$ cat config.mk
export PLATFORM = sky130hd
export DESIGN_NAME = fp_divider_seq
export DESIGN_NICKNAME = d
export VERILOG_FILES = /design/src/rtl/fp_divider_seq.sv
export SDC_FILE = /design/constraint.sdc
export NUM_CORES = 1
export LEC_CHECK = 0
export BUFFER_PORTS_ARGS = -buffer_cell sky130_fd_sc_hd__buf_2
export CORE_ASPECT_RATIO = 1.4
export CORE_MARGIN = 2
export CORE_UTILIZATION = 64
export DETAILED_ROUTE_END_ITERATION = 10
export PLACE_DENSITY = 0.95
export SYNTH_ARGS = -nofsm -noshare
export SYNTH_HDL_FRONTEND = slang
export SYNTH_SLANG_ARGS = --single-unit
$ cat constraint.sdc
create_clock -name clk -period 7.4 [get_ports clk]
set_input_delay 1.48 -clock clk [delete_from_list [all_inputs] [get_ports clk]]
set_output_delay 1.48 -clock clk [all_outputs]
set_load 0.02 [all_outputs]
$ cat src/rtl/fp_divider_seq.sv
// fp_divider_seq: sequential IEEE 754 single-precision divider, radix-2 restoring, one quotient bit per clock
// ports: clk, rst_n (async active-low); in_valid/in_ready with operands a (dividend), b (divisor);
//        out_valid/out_ready with res (quotient) and flags {overflow, underflow, div_by_zero}
module fp_divider_seq #(
  parameter bit ROUND_EN = 1'b1
) (
  input  logic        clk,
  input  logic        rst_n,
  input  logic        in_valid,
  output logic        in_ready,
  input  logic [31:0] a,
  input  logic [31:0] b,
  output logic        out_valid,
  input  logic        out_ready,
  output logic [31:0] res,
  output logic [2:0]  flags
);
  typedef enum logic [1:0] {IDLE, DIV, NORM, DONE} state_t;
  state_t state_q, state_d;
  logic sign_q, sign_d;
  logic [23:0] op_b_q, op_b_d;
  logic [25:0] r_q, r_d, q_q, q_d;
  logic [4:0] count_q, count_d;
  logic [7:0] ea_q, ea_d, eb_q, eb_d;
  logic [31:0] res_q, res_d;
  logic [2:0] flags_q, flags_d;
  logic in_ready_q, in_ready_d, out_valid_q, out_valid_d;
  logic s, a_inf, b_inf, a_zero, b_zero, special, ge, guard, sticky, ovf, unf;
  logic [25:0] diff;
  logic [22:0] mant, mant_r;
  logic [9:0] e;
  always_comb begin
    state_d = state_q;
    sign_d = sign_q;
    op_b_d = op_b_q;
    r_d = r_q;
    q_d = q_q;
    count_d = count_q;
    ea_d = ea_q;
    eb_d = eb_q;
    res_d = res_q;
    flags_d = flags_q;
    in_ready_d = in_ready_q;
    out_valid_d = out_valid_q;
    s = a[31] ^ b[31];
    a_inf = a[30:23] == 8'hFF;
    b_inf = b[30:23] == 8'hFF;
    a_zero = a[30:23] == 8'h00;
    b_zero = b[30:23] == 8'h00;
    special = a_inf | b_inf | a_zero | b_zero;
    ge = r_q >= {2'b0, op_b_q};
    diff = ge ? r_q - {2'b0, op_b_q} : r_q;
    // q[25] set means the mantissa ratio is >= 1; otherwise normalise one place left
    mant = q_q[25] ? q_q[24:2] : q_q[23:1];
    guard = q_q[25] ? q_q[1] : q_q[0];
    sticky = (q_q[25] & q_q[0]) | (r_q != '0);
    mant_r = mant + {22'd0, ROUND_EN & guard & sticky};
    e = {2'b0, ea_q} - {2'b0, eb_q} + (q_q[25] ? 10'd127 : 10'd126);
    ovf = $signed(e) > 10'sd254;
    unf = $signed(e) < 10'sd1;
    case (state_q)
      IDLE: if (in_valid) begin
        sign_d = s;
        r_d = {2'b0, ~a_zero, a[22:0]};
        op_b_d = {~b_zero, b[22:0]};
        ea_d = a[30:23];
        eb_d = b[30:23];
        q_d = '0;
        count_d = '0;
        in_ready_d = 1'b0;
        out_valid_d = special;
        state_d = special ? DONE : DIV;
        if (special) begin
          res_d = (a_inf | b_inf) ? 32'h0 : b_zero ? {s, 8'hFF, 23'd0} : {s, 31'd0};
          flags_d = {2'b00, ~(a_inf | b_inf) & b_zero};
        end
      end
      DIV: begin
        r_d = {diff[24:0], 1'b0};
        q_d = {q_q[24:0], ge};
        count_d = count_q + 5'd1;
        state_d = count_q == 5'd25 ? NORM : DIV;
      end
      NORM: begin
        res_d = ovf ? {sign_q, 8'hFF, 23'd0} : unf ? {sign_q, 31'd0} : {sign_q, e[7:0], mant_r};
        flags_d = {ovf, unf, 1'b0};
        out_valid_d = 1'b1;
        state_d = DONE;
      end
      DONE: if (out_ready) begin
        out_valid_d = 1'b0;
        in_ready_d = 1'b1;
        state_d = IDLE;
      end
      default: state_d = IDLE;
    endcase
  end
  always_ff @(posedge clk or negedge rst_n) begin
    if (!rst_n) begin
      state_q <= IDLE;
      sign_q <= 1'b0;
      op_b_q <= '0;
      r_q <= '0;
      q_q <= '0;
      count_q <= '0;
      ea_q <= '0;
      eb_q <= '0;
      res_q <= '0;
      flags_q <= '0;
      in_ready_q <= 1'b1;
      out_valid_q <= 1'b0;
    end else begin
      state_q <= state_d;
      sign_q <= sign_d;
      op_b_q <= op_b_d;
      r_q <= r_d;
      q_q <= q_d;
      count_q <= count_d;
      ea_q <= ea_d;
      eb_q <= eb_d;
      res_q <= res_d;
      flags_q <= flags_d;
      in_ready_q <= in_ready_d;
      out_valid_q <= out_valid_d;
    end
  end
  assign in_ready = in_ready_q;
  assign out_valid = out_valid_q;
  assign res = res_q;
  assign flags = flags_q;
endmodule

==> flow_summary.ini <==
[clock_tree]
clock_latency_ns = 0.43
cts.reportedPaths.clkPinSlew_ns = 0.06
htree_levels = 4
cts_resized = 0
cts_tree = built
cts_hold_buffers = 0
cts_setup_buffers = 0
cts_buffers = 17
clock-sinks = 137
clockBufferDepth = 2
cts.root.buffer_cell = clkbuf_16

[timing]
slew_headroom_pct = 21.4
max_freq_mhz = 261
finalHoldViolCount = 0
post-route-period-util_pct = 51.8
worst_slew_pin_slew_ns = 1.18
rsz0062_at_grt = no
fin_crit_ns = 3.83
slew_viol_final = 0
fin_setup_tns_ns = 0
final-setup-viol-count = 0
skew_ns = 0.0103
whs_ns = 0.467

[worst_setup_path]
cp-startpoint = ea_q[0]
start_kind = register
crit_buf_inv = 2
cp.required_ns = 7.76
cp.depth = 12
crit_slowest_cell = a21boi_2
r2r-end = res[20]
rr_worst_depth = 12
worstPathCellList = inv_1, ha_1, inv_1, fa_1, a211oi_1, nor2_1, o21a_1, o31ai_2, a31oi_1, or3_1, a21boi_2, a22o_2
r2r-start = ea_q[0]
slowest_delay_ns = 0.76
path_class = reg2reg
endpoint = res[20]
crit_path_end_kind = register
cp_max_fo = 23
crit_top_cell = inv_1
ff2ff_setup_slack_ns = 3.57
cp.arrival_ns = 4.19
path_delay_family = compound AO/OA/AOI/OAI gates

[cells_and_area]
fillers = 939
area_growth_pct = 14.1
final_area_sq_um = 9860
final_util_pct = 74.3
n_antenna_cell = 0
nets = 1194
final_layout_size_suffix_gt1_share_pct = 17.6

[place]
portBuffers = 104
place.gp.congestion = 0.948
place_area_sq_um = 9260
dp_hpwl_mm = 14.8

[die]
die_height_um = 141
start_util_pct = 65.1
io_pins = 105
fp.dieW_um = 102
die-area_sq_um = 14500
row_count = 50
core-area_sq_um = 13300

[routing]
drt_wl_total_mm = 21.8
vias_per_cell = 6.22
antenna_left = 0
routedWlPerCell_um = 17.0
drtIter0Drc = 548
drc = 0
dr.pass1.iters = 5
num_vias = 7971

[pwr]
cellPowerDensity_nw_per_um2 = 572
ir_drop_uv = 340
power.leakage_nw = 4.62

[min_path]
hp-class = reg2reg

[synth]
syn_area_sq_um = 8640
synth_edf_count = 0
ys_seq_elements = 137
ys_seq_area_share_pct = 39.7
synth_ff_type = dfrtp_1
synthCells = 1007
synth-async-reset-ratio_pct = 100
ys_warn_count = 0
synth.distinct_cells = 71
synthesis.nets = 1115
avgSynthCellArea_sq_um = 8.58

[flow_run]
cap_violations = 0

[grt]
first_global_vias = 7978
grt_max_degree = 98
grt-ovfl-total = 0
grt_antenna_before_repair = 0
grt_pass1_wl_mm = 36.9
grt_usage_pct = 31.9

[run_status]
run_status = finished clean
==> cell families after synthesis <==
family / count (synthesis) / share of synthesized area [%]
buffers and inverters: 96 / 4.39
AND/OR/NAND/NOR: 419 / 22.5
adder cells (fa/ha/maj): 40 / 5.97
XOR/XNOR: 56 / 5.68
AO/OA/AOI/OAI: 224 / 17.7
multiplexers: 35 / 4.13
flip-flops: 137 / 39.7
==> how the worst min path moves through the flow <==
stage          cells past startpoint       end      from  slack, ns
2_1_floorplan                      2   eb_q[0]   eb_q[0]       0.45
3_3_place_gp                       2  flags[2]  flags[2]       0.46
3_5_place_dp                       2  flags[2]  flags[2]       0.46
4_1_cts                            2  flags[2]  flags[2]       0.47
5_1_grt                            2  flags[2]  flags[2]       0.50
6_report                           2  flags[2]  flags[2]       0.47
==> through the flow <==
step | setup slack [ns] | instances | total power [mW]
finish | 3.57 | 1281 | 5.63
global route | 3.28 | 1281 | 6.07
CTS | 3.60 | 1281 | 5.59
detailed placement | 3.56 | 1249 | 4.66
global placement | 3.68 | 1249 | 4.54
floorplan | 3.62 | 1007 | 3.93
==> worst reg2reg max path, stage by stage (launching register included) <==
cell      delay, ns
dfrtp_1        0.36
inv_1          0.08
ha_1           0.17
inv_1          0.06
fa_1           0.41
a211oi_1       0.22
nor2_1         0.11
o21a_1         0.19
o31ai_2        0.49
a31oi_1        0.22
or3_1          0.42
a21boi_2       0.76
a22o_2         0.28
==> state kept, by name, indices dropped and copies added, names as in the netlist <==
name	count
res	32
q_q	26
r_q	26
op_b_q	24
ea_q	8
eb_q	8
count_q	5
flags	3
state_q	2
in_ready	1
out_valid	1
sign_q	1
==> cell usage after synthesis (5+ instances only) <==
master      n  area share (%)
nand4_1    15             1.1
nor3_1     13            0.75
or2_2       5            0.36
nor3b_1     5            0.43
and3_1     16             1.2
nor2b_1     6            0.43
nand3_1    60             3.5
nand2_1   199             8.6
a22o_2     20             2.3
o31ai_1     7            0.61
ha_1       38             5.5
xor2_1     26             2.6
clkbuf_1   40             1.7
a21oi_1    52             3.0
inv_1      45             2.0
nor2_1     55             2.4
a221oi_1    8            0.81
nand2b_1   13            0.94
nor4_1      8            0.58
mux2_2      5            0.65
or4_1       7            0.61
a31oi_1     7            0.51
buf_1       5            0.22
xnor2_1    30             3.0
dfrtp_1   136              39
o21a_1      6            0.52
a21o_1     14             1.2
a211oi_1   10            0.87
mux2i_1    30             3.5
o21ai_0    62             3.6
==> cells in the final DEF, fill, tap and decap left out, drive strengths merged, types with 30 or more instances in the layout <==
cell type,n
nor2,55
a21oi,53
nand3,60
nand2,199
inv,46
mux2i,30
xnor2,30
ha,38
o21ai,62
buf,110
dfrtp,136
==> power breakdown <==
part           switching (mW)  internal (mW)  total [mW]
Sequential              0.317           1.10        1.42
Combinational            1.96           1.38        3.34
Clock                   0.343          0.532       0.875
==> metal layers <==
| metal | GRT usage (%) | wire (um) | vias up | share of wire (%) |
|---|---|---|---|---|
| met1 | 36.3 | 8220 | 3811 | 38 |
| met3 | 6.26 | 1230 | 93 | 5.6 |
| met4 | 15.6 | 813 | 0 | 3.7 |
| met2 | 56.2 | 11600 | 346 | 53 |
| li1 | - | - | 3721 | - |
| met5 | 0 | 0 | - | 0 |
==> final cells by class <==
type                       count  area, sq um  share of cell area [%]
clock buffer                  18          429                    4.35
clock inverter                14          175                    1.78
inverter                      46          173                    1.75
multi-input combinational    774         4850                    49.2
sequential                   137         3430                    34.8
tap                          182          228                    2.31
timing repair buffer         110          572                    5.80
No activity file was read; power rests on OpenSTA's default activity.
